$ cat src/rtl/symbol_source_pkg.sv
// Shared encodings for the oversampled PRBS symbol source.
// Pattern modes, FSM states, LFSR tap positions and the feedback/seed helpers.
package symbol_source_pkg;

  typedef enum logic [1:0] {
    MODE_PRBS7  = 2'b00,
    MODE_PRBS9  = 2'b01,
    MODE_PRBS15 = 2'b10,
    MODE_ALT    = 2'b11
  } mode_e;

  typedef enum logic [1:0] {
    ST_IDLE  = 2'b00,
    ST_RUN   = 2'b01,
    ST_STALL = 2'b10
  } state_e;

  localparam int LFSR_W  = 15;
  localparam int TAP7_A  = 6;
  localparam int TAP7_B  = 5;
  localparam int TAP9_A  = 8;
  localparam int TAP9_B  = 4;
  localparam int TAP15_A = 14;
  localparam int TAP15_B = 13;

  // Alternating mode reuses the shift register: feedback is the inverse of the last output.
  function automatic logic lfsr_fb(input mode_e mode, input logic [LFSR_W-1:0] s);
    logic fb;
    case (mode)
      MODE_PRBS7:  fb = s[TAP7_A] ^ s[TAP7_B];
      MODE_PRBS9:  fb = s[TAP9_A] ^ s[TAP9_B];
      MODE_PRBS15: fb = s[TAP15_A] ^ s[TAP15_B];
      MODE_ALT:    fb = ~s[0];
      default:     fb = 1'b0;
    endcase
    return fb;
  endfunction

  // A zero seed in alternating mode makes the first output bit a one.
  function automatic logic [LFSR_W-1:0] lfsr_seed(input mode_e mode, input int ch);
    logic [LFSR_W-1:0] seed;
    if (mode == MODE_ALT) begin
      seed = {LFSR_W{1'b0}};
    end else begin
      seed = (ch > 0) ? ~(15'd1 << ch) : {LFSR_W{1'b1}};
    end
    return seed;
  endfunction

endpackage

$ cat src/rtl/symbol_source_if.sv
// Symbol stream handshake between the source and its consumer.
interface symbol_source_if #(
  parameter int N_CH = 2
) ();
  logic            o_valid;
  logic            i_ready;
  logic [N_CH-1:0] o_data;

  modport master (output o_valid, output o_data, input i_ready);
  modport slave  (input o_valid, input o_data, output i_ready);
endinterface

$ cat src/rtl/symbol_source_lfsr.sv
// One 15-bit pattern register with mode-selected taps, seed load and step enable.
// o_fb is the bit the register would shift in on the next step.
module prbs_lfsr_multi
  import symbol_source_pkg::*;
#(
  parameter int CH_IDX = 0
) (
  input  logic  clock,
  input  logic  i_reset,
  input  logic  i_load,
  input  logic  i_step,
  input  mode_e i_mode,
  output logic  o_fb
);

  logic [LFSR_W-1:0] r_lfsr;
  logic              w_fb;

  assign w_fb = lfsr_fb(i_mode, r_lfsr);
  assign o_fb = w_fb;

  always_ff @(posedge clock or posedge i_reset) begin
    if (i_reset) begin
      r_lfsr <= lfsr_seed(MODE_PRBS7, CH_IDX);
    end else if (i_load) begin
      r_lfsr <= lfsr_seed(i_mode, CH_IDX);
    end else if (i_step) begin
      r_lfsr <= {r_lfsr[LFSR_W-2:0], w_fb};
    end else begin
      r_lfsr <= r_lfsr;
    end
  end

endmodule

$ cat src/rtl/symbol_source.sv
// Oversampled multi-channel PRBS symbol source with valid/ready output,
// single-bit error injection on channel 0 and an accepted-symbol counter.
module symbol_source
  import symbol_source_pkg::*;
#(
  parameter int OS_LOG2 = 2,
  parameter int N_CH    = 2,
  parameter int NB_SCNT = 16
) (
  input  logic                 clock,
  input  logic                 i_reset,
  input  logic                 i_enable,
  input  logic [1:0]           i_mode,
  input  logic                 i_inject,
  symbol_source_if.master      sym,
  output logic [1:0]           o_state,
  output logic [NB_SCNT-1:0]   o_sym_cnt
);

  localparam int NB_PH = (OS_LOG2 == 0) ? 1 : OS_LOG2;
  localparam logic [NB_PH-1:0] PH_MAX = NB_PH'((32'd1 << OS_LOG2) - 32'd1);

  state_e             r_state;
  mode_e              r_mode;
  logic [NB_PH-1:0]   r_phase;
  logic               r_valid;
  logic [N_CH-1:0]    r_data;
  logic               r_inj;
  logic [NB_SCNT-1:0] r_cnt;

  logic [N_CH-1:0]    w_fb;
  logic [N_CH-1:0]    w_inj_mask;
  mode_e              w_mode_sel;
  logic               w_xfer;
  logic               w_pending;
  logic               w_produce;
  logic               w_load;
  logic               w_inj_any;

  assign w_xfer     = r_valid & sym.i_ready;
  assign w_pending  = r_valid & ~sym.i_ready;
  assign w_inj_any  = r_inj | i_inject;
  assign w_inj_mask = N_CH'(w_inj_any);
  assign w_produce  = i_enable & (r_state == ST_RUN) & (r_phase == PH_MAX) & ~w_pending;
  assign w_load     = i_enable & (r_state == ST_IDLE);
  // The live mode input only matters on the edge that leaves IDLE.
  assign w_mode_sel = (r_state == ST_IDLE) ? mode_e'(i_mode) : r_mode;

  for (genvar k = 0; k < N_CH; k++) begin : g_ch
    prbs_lfsr_multi #(
      .CH_IDX (k)
    ) u_lfsr (
      .clock   (clock),
      .i_reset (i_reset),
      .i_load  (w_load),
      .i_step  (w_produce),
      .i_mode  (w_mode_sel),
      .o_fb    (w_fb[k])
    );
  end

  // Control FSM, phase counter, output symbol register and transfer counter.
  always_ff @(posedge clock or posedge i_reset) begin
    if (i_reset) begin
      r_state <= ST_IDLE;
      r_mode  <= MODE_PRBS7;
      r_phase <= '0;
      r_valid <= 1'b0;
      r_data  <= '0;
      r_inj   <= 1'b0;
      r_cnt   <= '0;
    end else begin
      if (w_xfer) begin
        r_cnt <= r_cnt + NB_SCNT'(1);
      end else begin
        r_cnt <= r_cnt;
      end
      if (!i_enable) begin
        r_state <= ST_IDLE;
        r_phase <= '0;
        r_valid <= 1'b0;
        r_inj   <= 1'b0;
      end else begin
        case (r_state)
          ST_IDLE: begin
            r_state <= ST_RUN;
            r_mode  <= mode_e'(i_mode);
            r_phase <= '0;
            r_inj   <= w_inj_any;
          end
          ST_RUN: begin
            r_phase <= (r_phase == PH_MAX) ? '0 : r_phase + NB_PH'(1);
            if (w_produce) begin
              r_valid <= 1'b1;
              r_data  <= w_fb ^ w_inj_mask;
              r_inj   <= 1'b0;
            end else begin
              r_inj <= w_inj_any;
              if (w_xfer) begin
                r_valid <= 1'b0;
              end else if (w_pending) begin
                r_state <= ST_STALL;
              end else begin
                r_valid <= r_valid;
              end
            end
          end
          ST_STALL: begin
            r_inj <= w_inj_any;
            if (sym.i_ready) begin
              r_valid <= 1'b0;
              r_state <= ST_RUN;
            end else begin
              r_state <= ST_STALL;
            end
          end
          default: begin
            r_state <= ST_IDLE;
          end
        endcase
      end
    end
  end

  assign sym.o_valid = r_valid;
  assign sym.o_data  = r_data;
  assign o_state     = r_state;
  assign o_sym_cnt   = r_cnt;

endmodule

$ cat src/flat_wrapper.sv
// flat-port wrapper written by rule: the top's interface ports become plain ports
module symbol_source_flat import symbol_source_pkg::*;
#(
  parameter int OS_LOG2 = 2,
  parameter int N_CH    = 2,
  parameter int NB_SCNT = 16
)
  (clock, i_reset, i_enable, i_mode, i_inject, o_state, o_sym_cnt, sym_o_valid, sym_o_data, sym_i_ready);
  symbol_source_if #(.N_CH(N_CH)) sym_i ();
  input  logic clock;
  input  logic i_reset;
  input  logic i_enable;
  input  logic [1:0] i_mode;
  input  logic i_inject;
  output logic [1:0] o_state;
  output logic [NB_SCNT-1:0] o_sym_cnt;
  output wire logic [$bits(sym_i.o_valid)-1:0] sym_o_valid;
  output wire logic [$bits(sym_i.o_data)-1:0] sym_o_data;
  input wire logic [$bits(sym_i.i_ready)-1:0] sym_i_ready;
  assign sym_o_valid = sym_i.o_valid;
  assign sym_o_data = sym_i.o_data;
  assign sym_i.i_ready = sym_i_ready;
  symbol_source #(.OS_LOG2(OS_LOG2), .N_CH(N_CH), .NB_SCNT(NB_SCNT)) u_core (.clock(clock), .i_reset(i_reset), .i_enable(i_enable), .i_mode(i_mode), .i_inject(i_inject), .sym(sym_i), .o_state(o_state), .o_sym_cnt(o_sym_cnt));
endmodule
$ cat config.mk
export PLATFORM = sky130hd
export DESIGN_NAME = symbol_source_flat
export DESIGN_NICKNAME = d
export VERILOG_FILES = /design/src/rtl/symbol_source_pkg.sv /design/src/rtl/symbol_source_if.sv /design/src/rtl/symbol_source_lfsr.sv /design/src/rtl/symbol_source.sv /design/src/flat_wrapper.sv
export SDC_FILE = /design/constraint.sdc
export NUM_CORES = 1
export LEC_CHECK = 0
export CAP_MARGIN = 10
export CORE_AREA = 2 2 105 107
export DETAILED_ROUTE_END_ITERATION = 7
export DIE_AREA = 0 0 107 109
export GPL_TIMING_DRIVEN = 0
export PLACE_DENSITY = 0.43
export SYNTH_ARGS = -nofsm -noshare
export SYNTH_HDL_FRONTEND = slang
export SYNTH_HIERARCHICAL = 1
export SYNTH_SLANG_ARGS = --single-unit
$ cat constraint.sdc
create_clock -name clock -period 5.3 [get_ports clock]
set_clock_uncertainty 0.2 [all_clocks]
set_input_delay 1.06 -clock clock [delete_from_list [all_inputs] [get_ports clock]]
set_output_delay 1.06 -clock clock [all_outputs]
set_load 0.02 [all_outputs]
; Yosys cells after proc, flatten, opt, wreduce, memory -nomap -nowiden
; Index checks and enable logic that the tools add are counted.
[totals]
register_bits = 56
out_inout_bits = 21
elab_cells = 76
inputBits = 7
[classes]
addsub = 2
reduce_logical = 7
n_bitwise = 18
n_mux = 26
n_eq_ne = 14
[ops]
columns = cell, n
row1 = $mux W15, 6
row2 = $add A16 B1 Y16 const B, 1
row3 = $mux W2, 8
row4 = $ne A3 B3 Y1 const B, 3
row5 = $reduce_and A3 Y1, 3
row6 = $eq A2 B2 Y1 const B, 4
row7 = $pmux W1 S4, 2
row8 = $and A1 B1 Y1, 6
row9 = $mux W1, 6
row10 = $ne A3 B1 Y1 const B, 2
row11 = $ne A3 B2 Y1 const B, 2
row12 = $pmux W2 S3, 1
row13 = $xor A1 B1 Y1, 6
row14 = $eq A2 B1 Y1 const B, 2
row15 = $logic_not A2 Y1, 2
row16 = $ne A4 B3 Y1 const B, 1
row17 = $not A1 Y1, 4
row18 = $pmux W1 S2, 2
row19 = $pmux W2 S2, 1
row20 = $add A2 B1 Y2 const B, 1
row21 = $reduce_bool A2 Y1, 1
row22 = $reduce_or A2 Y1, 1
row23 = $xor A2 B1 Y2, 1
row24 = $or A1 B1 Y1, 1

; Longest topological paths before layout
[logic_depth]
ltp_word = 7
ltp_mapped = 9
ltp_nobuf = 7

; Cells and area by module
; Netlist, hierarchy kept.
[modules_own_cells]
columns = module, seq_area_each_um2, cells_per_inst, n_inst, area_per_inst_um2
row1 = symbol_source, 650.6, 105, 1, 1212.4
row2 = prbs_lfsr_multi at u_core.g_ch[0].u_lfsr, 394.1, 61, 1, 738.2
row3 = prbs_lfsr_multi at u_core.g_ch[1].u_lfsr, 392.9, 61, 1, 728.2

; Least setup slack after synthesis
; OpenSTA, ideal clock, no wires.
[synth_timing]
path_type = input to register
from = in i_mode[1]
to = reg u_core.r_data[0], in the netlist u_core/sym.o_data[0]
slack_ps = 2848
required_time_ps = 4975
setup_time_ps = 125
arrival_ps = 2128
n_path_buf = 0
path_stages = 6
path_cell_list = mux2_2 mux2i_1 o21ai_1 a31oi_1 xnor2_1 mux2_2
[synth_between]
elab_chain_len = 4
elab_cells_between_ends = 7
cone_classes = 3 x eq/ne / 2 x mux / 1 x bitwise / 1 x reduce/logical
[synth_rtl]
columns = item, line_no
row1 = "start, declared", flat_wrapper.sv:13  ; input logic [1:0] i_mode;
row2 = $mux W2 *, symbol_source.sv:47  ; assign w_mode_sel = (r_state == ST_IDLE) ? mode_e'(i_mode) : r_mode;
row3 = $eq A2 B2 Y1 (tied with other cells), symbol_source_pkg.sv:29  ; case (mode)
row4 = $pmux W1 S4 *, symbol_source_pkg.sv:29
row5 = named net u_core.w_fb[0], symbol_source.sv:31  ; logic [N_CH-1:0] w_fb;
row6 = $xor A2 B1 Y2 *, symbol_source.sv:95  ; r_data <= w_fb ^ w_inj_mask;
row7 = "end signal, assigned", symbol_source.sv:95
row8 = "end, declared", symbol_source.sv:27  ; logic [N_CH-1:0] r_data;
; Mark *: on every way through the listed nets, which the timed path passes. The rest lies on a longest branch.
; A chain may end at the register's enable or synchronous reset.

; Final worst setup path
[layout_timing]
from = in i_enable
to = reg u_core.g_ch[0].u_lfsr.r_lfsr[10]
[layout_between]
elab_chain_len = 4
elab_cells_between_ends = 6
cone_classes = 1 x mux / 4 x bitwise / 1 x reduce/logical
[layout_rtl]
columns = item, line_no
row1 = "start, declared", flat_wrapper.sv:12  ; input logic i_enable;
row2 = $and A1 B1 Y1 (3 in series), symbol_source.sv:44  ; assign w_produce = i_enable & (r_state == ST_RUN) & (r_phase == PH_MAX) & ~w_pending;
row3 = named net u_core.w_produce, symbol_source.sv:36  ; logic w_produce;
row4 = $reduce_bool A2 Y1 (no source line), n/a
row5 = "end signal, assigned", symbol_source_lfsr.sv:26  ; r_lfsr <= lfsr_seed(i_mode, CH_IDX);
row6 = "end signal, assigned", symbol_source_lfsr.sv:28  ; r_lfsr <= {r_lfsr[LFSR_W-2:0], w_fb};
row7 = "end signal, assigned", symbol_source_lfsr.sv:30  ; r_lfsr <= r_lfsr;
row8 = "end, declared", symbol_source_lfsr.sv:16  ; logic [LFSR_W-1:0] r_lfsr;
; The timed path passes the listed nets, and every way through them passes these cells.

==> reports/metrics.json <==
{
  "status": "completed",
  "cts_buf_count": 5,
  "clkSlewWorstSetupHoldPaths_ps": 100,
  "max_slew.worst_pin.slew_ps": 1010,
  "largest_family_of_logic_cells_by_synthesized_area": "multiplexers",
  "cts_repair_resize_count": 0,
  "crit_top_cell": "a21oi_1",
  "worst_ep_required_time_ps": 5320,
  "drt_wl_total_um": 5120,
  "grt_first_pass_wirelength_um": 8800,
  "final_cell_mix": "mux2i_1 (32), a21oi_1 (31), dfstp_2 (29)",
  "min-delay-path-class": "flip-flop to flip-flop",
  "synth_compound_gate_area_share": 0.0953,
  "yosys_most_used_dff": "dfstp_2",
  "vias_per_cell": 4.38,
  "initial_core_utilization": 0.253,
  "floorplan.rows": 38,
  "final_hold_vio_count": 0,
  "drc": 0,
  "number_of_synthesized_flops_with_an_enable_pin": 0,
  "hold_path_end": "u_core/o_sym_cnt[15]",
  "synth.yosys.seq_area_share": 0.537,
  "final_max_slew_viol_count": 0,
  "clock_tree.root_cell": "clkbuf_8",
  "global_route.overflow_total": 0,
  "synth_top_cell_by_area": "dfstp_2",
  "finalWeightedCongestion": 0.696,
  "cts_sinks": 56,
  "synth-xor-area-share": 0.0719,
  "postSynthCellCount": 227,
  "net_count_of_the_mapped_netlist": 236,
  "grt_antenna_before_repair": 0,
  "crit-reg2reg-capture": "u_core/sym.o_data[0]",
  "worstRegToRegCells": 8,
  "timing.critical_path.slowest_cell_delay_ps": 610,
  "critPathMaxFanout": 10,
  "synth_mux_area_frac": 0.149,
  "synth-warning-count": 6,
  "synth_fa_ha_area_frac": 0.00934,
  "synth_async_sr_flop_share": 1.00,
  "number_of_buffers_and_inverters_on_the_critical_path": 3,
  "synth.avg_cell_area_um2": 11.8,
  "core_area_um2": 10600,
  "wire_per_inst_um": 12.7,
  "area.growth.synth_to_final_pct": 19.8,
  "crit_path_top_delay_cell": "clkdlybuf4s50_1",
  "count_of_vias_placed_by_the_detailed_router": 1760,
  "reg2reg_launch_point": "u_core/o_state[1]",
  "grt_max_degree": 27,
  "cts_hold_repair.buffers": 0,
  "min_delay_path_depth": 1,
  "max_freq_mhz": 330,
  "critPathKind": "input pin to flip-flop",
  "critical_path.top_delay_family": "buffers and inverters",
  "track_usage": 0.0965,
  "port_buffers": 27,
  "post_synth_simple_gate_area": 0.0986,
  "grt_setup_unrepaired": "no",
  "power_density_nw_per_um2": 276,
  "post_synth_num_cell_types": 36,
  "vias_in_the_first_global_route": 1772,
  "crit_chain": "clkdlybuf4s50_1, nand4b_1, a21oi_1, buf_2, buf_6, mux2i_1, a21oi_1",
  "yosys_register_bits": 56,
  "detailed_place_hpwl_um": 3570,
  "worst_slew_margin_rel": 0.326,
  "drive_gt1_frac": 0.221,
  "fin_tns_setup_ps": 0,
  "fin_nets": 270,
  "cts_buffer_depth": 2,
  "synth_area_leaders": "dfstp_2 (28%), dfrtp_1 (25%), mux2i_1 (12%)",
  "start_kind": "input pin",
  "worstHoldStart": "u_core/o_sym_cnt[15]",
  "post-synth-top-area-fraction": 0.284,
  "finalWorstPathRequiredPeriod_ps": 3030,
  "boundaryPins": 28,
  "worstSkewPairLatency_ps": 310,
  "die-width_um": 107,
  "leakage_power_figure_nw": 1.25,
  "ir_worst_vdd_mv": 0.124,
  "drt.antenna.violating_nets": 0,
  "floorplan.die.height_um": 109,
  "critical_path.endpoint_type": "flip-flop",
  "dieArea_um2": 11700,
  "tritoncts": "done",
  "part_of_the_cycle_the_worst_path_needs": 0.571,
  "detail_route.first_pass.iterations": 4,
  "postCtsSetupRepairBufs": 0,
  "maxCapViolCount": 0,
  "report.final.setup_viol": 0,
  "insertedDiodeCount": 0,
  "netlist_area_um2": 2680,
  "detail_route.iter0.violations": 95,
  "hold_ws_ps": 280,
  "mostFrequentLayoutCell": "mux2i_1",
  "worst_ep_arrival_time_ps": 3040,
  "cts-htree-levels": 2,
  "regToRegSetupSlack_ps": 2890
}
==> worst max path at each step <==
stage / startpoint / to / depth (start not counted)
floorplan: i_mode[1] / u_core/sym.o_data[0] / 6
global placement: i_enable / u_core/g_ch[0].u_lfsr/r_lfsr[2] / 7
CTS: i_enable / u_core/g_ch[0].u_lfsr/r_lfsr[10] / 7
detailed placement: i_enable / u_core/g_ch[0].u_lfsr/r_lfsr[2] / 7
finish: i_enable / u_core/g_ch[0].u_lfsr/r_lfsr[10] / 7
global route: i_enable / u_core/g_ch[0].u_lfsr/r_lfsr[14] / 7
==> registers in the layout, summed over array words and instances, names as in the netlist <==
signal and count:
u_core/g_ch.u_lfsr/r_lfsr 30, u_core/o_state 2, u_core/o_sym_cnt 16, u_core/r_inj 1, u_core/r_mode 2, u_core/r_phase 2, u_core/sym.o_data 2, u_core/sym.o_valid 1
==> cell type report <==
| type | instances | area, um^2 |
|---|---|---|
| clock buffer | 6 | 72.6 |
| sequential | 56 | 1440 |
| clock inverter | 2 | 12.5 |
| buffer | 12 | 75.1 |
| timing repair buffer | 27 | 270 |
| fill | 1083 | 7390 |
| inverter | 8 | 30.0 |
| tap | 140 | 175 |
| multi-input combinational | 151 | 1140 |
==> cell usage after synthesis, drive strengths merged (3+ instances only) <==
| cell | n |
|---|---|
| and3 | 5 |
| nand2 | 11 |
| xor2 | 3 |
| xnor2 | 19 |
| buf | 9 |
| o21ai | 4 |
| nor2 | 6 |
| mux2 | 7 |
| nand4 | 5 |
| nand3 | 6 |
| a31oi | 4 |
| clkbuf | 3 |
| mux2i | 32 |
| dfrtp | 27 |
| a21oi | 31 |
| dfstp | 29 |
| inv | 8 |
==> cells by family after synthesis <==
| group | Yosys count |
|---|---|
| multiplexers | 39 |
| AO/OA/AOI/OAI | 44 |
| AND/OR/NAND/NOR | 44 |
| buffers and inverters | 20 |
| flip-flops | 56 |
| adder cells (fa/ha/maj) | 2 |
| XOR/XNOR | 22 |
==> per-stage QoR <==
stage	utilization	setup WS (ps)	area [um^2]	std cells	power [mW]
global placement	0.295	1920	3120	394	0.662
floorplan	-	2850	2680	227	0.623
detailed placement	0.295	1910	3120	394	0.664
CTS	0.303	2220	3210	402	0.903
finish	0.303	2270	3210	402	0.885
global route	0.303	2070	3210	402	0.942
==> report_power, final <==
group	internal, mW	total (mW)	switching, mW
clock	0.0929	0.232	0.139
sequential	0.494	0.523	0.0293
combinational	0.0642	0.130	0.0653
==> metal layers <==
| metal | track usage | vias to the layer above | wire, um |
|---|---|---|---|
| li1 | - | 869 | - |
| met1 | 0.128 | 853 | 2450 |
| met2 | 0.152 | 34 | 2400 |
| met3 | 0.0245 | 4 | 203 |
| met4 | 0.0362 | 0 | 65 |
| met5 | 0 | - | 0 |
No activity file was read; power rests on OpenSTA's default activity.
==> edit 1 (same flow settings) <==
Add an input register stage for `i_mode`, with the module's reset; this delays it by one clock. The other inputs are not delayed to match.
--- a/src/rtl/symbol_source.sv
+++ b/src/rtl/symbol_source.sv
@@ -20,4 +20,14 @@
   localparam int NB_PH = (OS_LOG2 == 0) ? 1 : OS_LOG2;
   localparam logic [NB_PH-1:0] PH_MAX = NB_PH'((32'd1 << OS_LOG2) - 32'd1);
+
+  logic [1:0] i_mode_q;
+
+  always_ff @(posedge clock or posedge i_reset) begin
+    if (i_reset) begin
+      i_mode_q <= '0;
+    end else begin
+      i_mode_q <= i_mode;
+    end
+  end
 
   state_e             r_state;
@@ -45,5 +55,5 @@
   assign w_load     = i_enable & (r_state == ST_IDLE);
   // The live mode input only matters on the edge that leaves IDLE.
-  assign w_mode_sel = (r_state == ST_IDLE) ? mode_e'(i_mode) : r_mode;
+  assign w_mode_sel = (r_state == ST_IDLE) ? mode_e'(i_mode_q) : r_mode;
 
   for (genvar k = 0; k < N_CH; k++) begin : g_ch
@@ -85,5 +95,5 @@
           ST_IDLE: begin
             r_state <= ST_RUN;
-            r_mode  <= mode_e'(i_mode);
+            r_mode  <= mode_e'(i_mode_q);
             r_phase <= '0;
             r_inj   <= w_inj_any;
Check against the original RTL: not equivalent (Yosys sat finds a counterexample within 10 cycles, from zero or initial values and one cycle with i_reset high).
==> edit 1 against the unedited design <==
  * Cell area grew 6.1%
  * Fmax down 1.3%
  * Total power is 20% higher
  * Global-route usage up 0.62 points
  * Sequential share of layout area down 1.1 points
  * Worst setup slack worse by 0.040 ns
  * First-iteration DRC count fell by 28%
  * Routed wire length rose by 3.9%
  * Area after synthesis rose by 2.5%
  * Sequential cell count rose by 2
  * Critical endpoint is now u_core/g_ch[0].u_lfsr/r_lfsr[11]$_DFFE_PP1P_
==> edit 1: results (changes against the unedited design) <==
sequential share of the synthesized area=54.17% (+0.50 points); CTS clk-pin slew, worst paths=0.07 ns (-0.03 ns); status=finished clean; pin count of the biggest net entering global routing=29 (+7.4%); RR Endpoint=u_core/sym.o_data[0]$_DFFE_PP0P_; Post-CTS Setup Repair Bufs=0 (unchanged); placed cell area=3192 sq um (+2.2%); first-pass GRT wire length=9239 um (+4.9%); M1 WL=2604 um (+6.4%); Synth Area in XOR/XNOR=7.289% (+0.096 points); share of layout cells above drive strength 1=23.66% (+1.5 points); Synth area leaders=dfstp_2 (28%), dfrtp_1 (26%), mux2i_1 (11%); Fin Hold WS=0.2965 ns (+0.01643 ns); fill cell count=1065 (-1.7%); CP Launch Point=sym_i_ready; cell total after placement=402 (+2.0%); post-synthesis compound-gate area fraction=9.021% (-0.51 points); pre-CTS WS=1.861 ns (-0.04617 ns); max frequency=326.2 MHz (-1.3%); Commonest cells post-synth=mux2i_1 (31), a21oi_1 (30), dfrtp_1 (29), dfstp_2 (29), xnor2_1 (17); met2 WL post-DR=2394 um (-0.21%); met1 usage=13.07% (+0.29 points); detailed-route via count=1841 (+4.6%); RD Place Congestion=0.6881 (-1.1%); hold worst-path end=u_core/o_sym_cnt[15]$_DFFE_PP0P_; Detail Route met3 WL=191 um (-5.9%); Leakage=1.355 nW (+8.6%); met3 Use GR=2.510% (+0.060 points); Cells after Synth=235 (+3.5%); H-tree depth=3 (+1); nets@finish=283 (+4.8%); Yosys cell types=37 (+2.8%); multi-input logic area=1155 sq um (+1.7%); Skew-Pair Late Insertion Delay=0.33 ns (+0.02 ns); Worst path slowest cell=clkdlybuf4s50_1; iteration-0 DRC count of the detailed router=68 (-28%); vias in the first global route=1911 (+7.8%); global-route usage over all layers=10.27% (+0.62 points); Post-Route WL=5318 um (+3.9%); TritonCTS Buffers=9 (+4); adder-cell area share of the yosys netlist=0.9112% (-0.023 points); CP Capture Point=u_core/g_ch[0].u_lfsr/r_lfsr[11]$_DFFE_PP1P_; final non-filler cell total=419 (+4.2%); GR Util met2=15.65% (+0.41 points); Worst VDD drop=0.1045 mV (-15%); relative slew slack=61.71% (+29 points); Psw=271.1 uW (+16%); mux cell area share after synthesis=14.17% (-0.73 points)
==> edit 1: kinds of logic (layout without fill, tap and decap cells) <==
family | Yosys count | count (layout)
DFF | 58 | 58
and+or+nand+nor | 52 | 52
AOI/OAI and AO/OA | 43 | 43
muxes | 38 | 38
xor gates and xnor gates | 22 | 22
buffers and inverters | 20 | 64
adders and majority gates | 2 | 2
==> edit 1: final cells by class <==
class	count	area share, %
tap	140	5.143
buffer	12	2.168
timing repair buffer	28	8.744
multi-input combinational	157	33.91
clock inverter	5	1.616
clock buffer	11	3.857
sequential	58	43.68
inverter	8	0.8817
==> edit 1: power by group through the flow <==
stage | Combinational, mW | Sequential, mW | Clock [mW]
after floorplan | 0.0968 | 0.546 | 0
after global placement | 0.134 | 0.550 | 0
after detailed placement | 0.135 | 0.550 | 0
after CTS | 0.136 | 0.543 | 0.409
after global routing | 0.153 | 0.549 | 0.427
final | 0.135 | 0.542 | 0.388
==> edit 2 (same settings) <==
Without the edit above. `OS_LOG2` is set to 2 in 2 places; all go to 4.
--- a/src/rtl/symbol_source.sv
+++ b/src/rtl/symbol_source.sv
@@ -4,5 +4,5 @@
   import symbol_source_pkg::*;
 #(
-  parameter int OS_LOG2 = 2,
+  parameter int OS_LOG2 = 4,
   parameter int N_CH    = 2,
   parameter int NB_SCNT = 16
--- a/src/flat_wrapper.sv
+++ b/src/flat_wrapper.sv
@@ -2,5 +2,5 @@
 module symbol_source_flat import symbol_source_pkg::*;
 #(
-  parameter int OS_LOG2 = 2,
+  parameter int OS_LOG2 = 4,
   parameter int N_CH    = 2,
   parameter int NB_SCNT = 16
Function: changed (Yosys sat finds a counterexample within 10 cycles, from zero or initial values and one cycle with i_reset high).
==> edit 2 against the unedited design <==
  * Critical path depth stayed put
  * Area after synthesis up 4.7%
  * Sequential cell count is 2 higher
  * Sequential power up 3%
  * Total power increased by 21%
  * First-iteration DRC count fell by 19%
  * Routed wire length rose by 7.4%
  * Synthesized cell count rose by 9.3%
  * Worst setup slack gained 0.16 ns
  * Clock power grew 75%
  * Cell area up 8.2%
  * Utilization is 2.5 points higher
  * Critical path type unchanged
  * Highest routed layer unchanged
==> edit 2: results (changes against the unedited design) <==
status=finished clean; CP Data Arrival Time=2.92 ns (-0.12 ns); H-tree depth=3 (+1); CP Capture Point=u_core/g_ch[0].u_lfsr/r_lfsr[11]$_DFFE_PP1P_; iteration-0 DRC count of the detailed router=77 (-19%); multi-input gates=167 (+11%); Skew-Pair Late Insertion Delay=0.34 ns (+0.03 ns); placed cell area=3251 sq um (+4.0%); Cells after Synth=248 (+9.3%); clock buf count=10 (+4); sequential cell area share=42.85% (-1.9 points); Signal buffers=42 (+7.7%); first-pass GRT wire length=9625 um (+9.3%); CP peak stage delay=0.47 ns (-0.14 ns); R2R Setup Slk=2.80 ns (-0.09 ns); CTS clk-pin slew, worst paths=0.07 ns (-0.03 ns); sequential share of the synthesized area=53.03% (-0.63 points); Synth area leaders=dfstp_2 (27%), dfrtp_1 (26%), mux2i_1 (11%); pin count of the biggest net entering global routing=29 (+7.4%); multi-input logic area=1197 sq um (+5.4%); Mapped Nets=257 (+8.9%); global-route usage over all layers=10.54% (+0.89 points); Commonest cells post-synth=a21oi_1 (30), mux2i_1 (30), dfrtp_1 (29), dfstp_2 (29), xnor2_1 (20); fill cell count=1082 (-0.092%); Yosys reg bits=58 (+3.6%); RD Place Congestion=0.7283 (+4.7%); drt via density=4.389 (+0.25%); nets@finish=296 (+9.6%)
==> edit 2: cell count changes after synthesis, sizes merged, moves of 3 or more <==
cell,change
nor3,+3
o21ai,+4
and2,+3
nand2,+7
nand3,+3
==> edit 2: cell families (layout without fill, tap and decap cells) <==
group           count (synthesis)  count (layout)  share of synthesized area [%]
flops                          58              58                          53.03
simple gates                   57              57                          11.02
compound gates                 49              49                          10.12
mux                            37              37                          13.51
buf+inv                        23              67                          4.281
xor+xnor                       22              22                          7.137
fa+ha+maj                       2               2                         0.8919
==> edit 2: report_power, final <==
part	internal, mW	switching (mW)	total [mW]	leakage (nW)
registers	0.509	0.0292	0.538	0.695
clock network	0.226	0.179	0.405	0.0995
logic	0.0636	0.0643	0.128	0.576
total	0.798	0.272	1.07	1.37
==> edit 2: metal layers <==
metal | up-vias | share of wire, % | GRT usage, %
li1 | 944 | - | -
met1 | 908 | 50 | 13.71
met2 | 34 | 43 | 15.88
met3 | 10 | 3.9 | 2.331
met4 | 0 | 2.7 | 6.679
met5 | - | 0 | 0
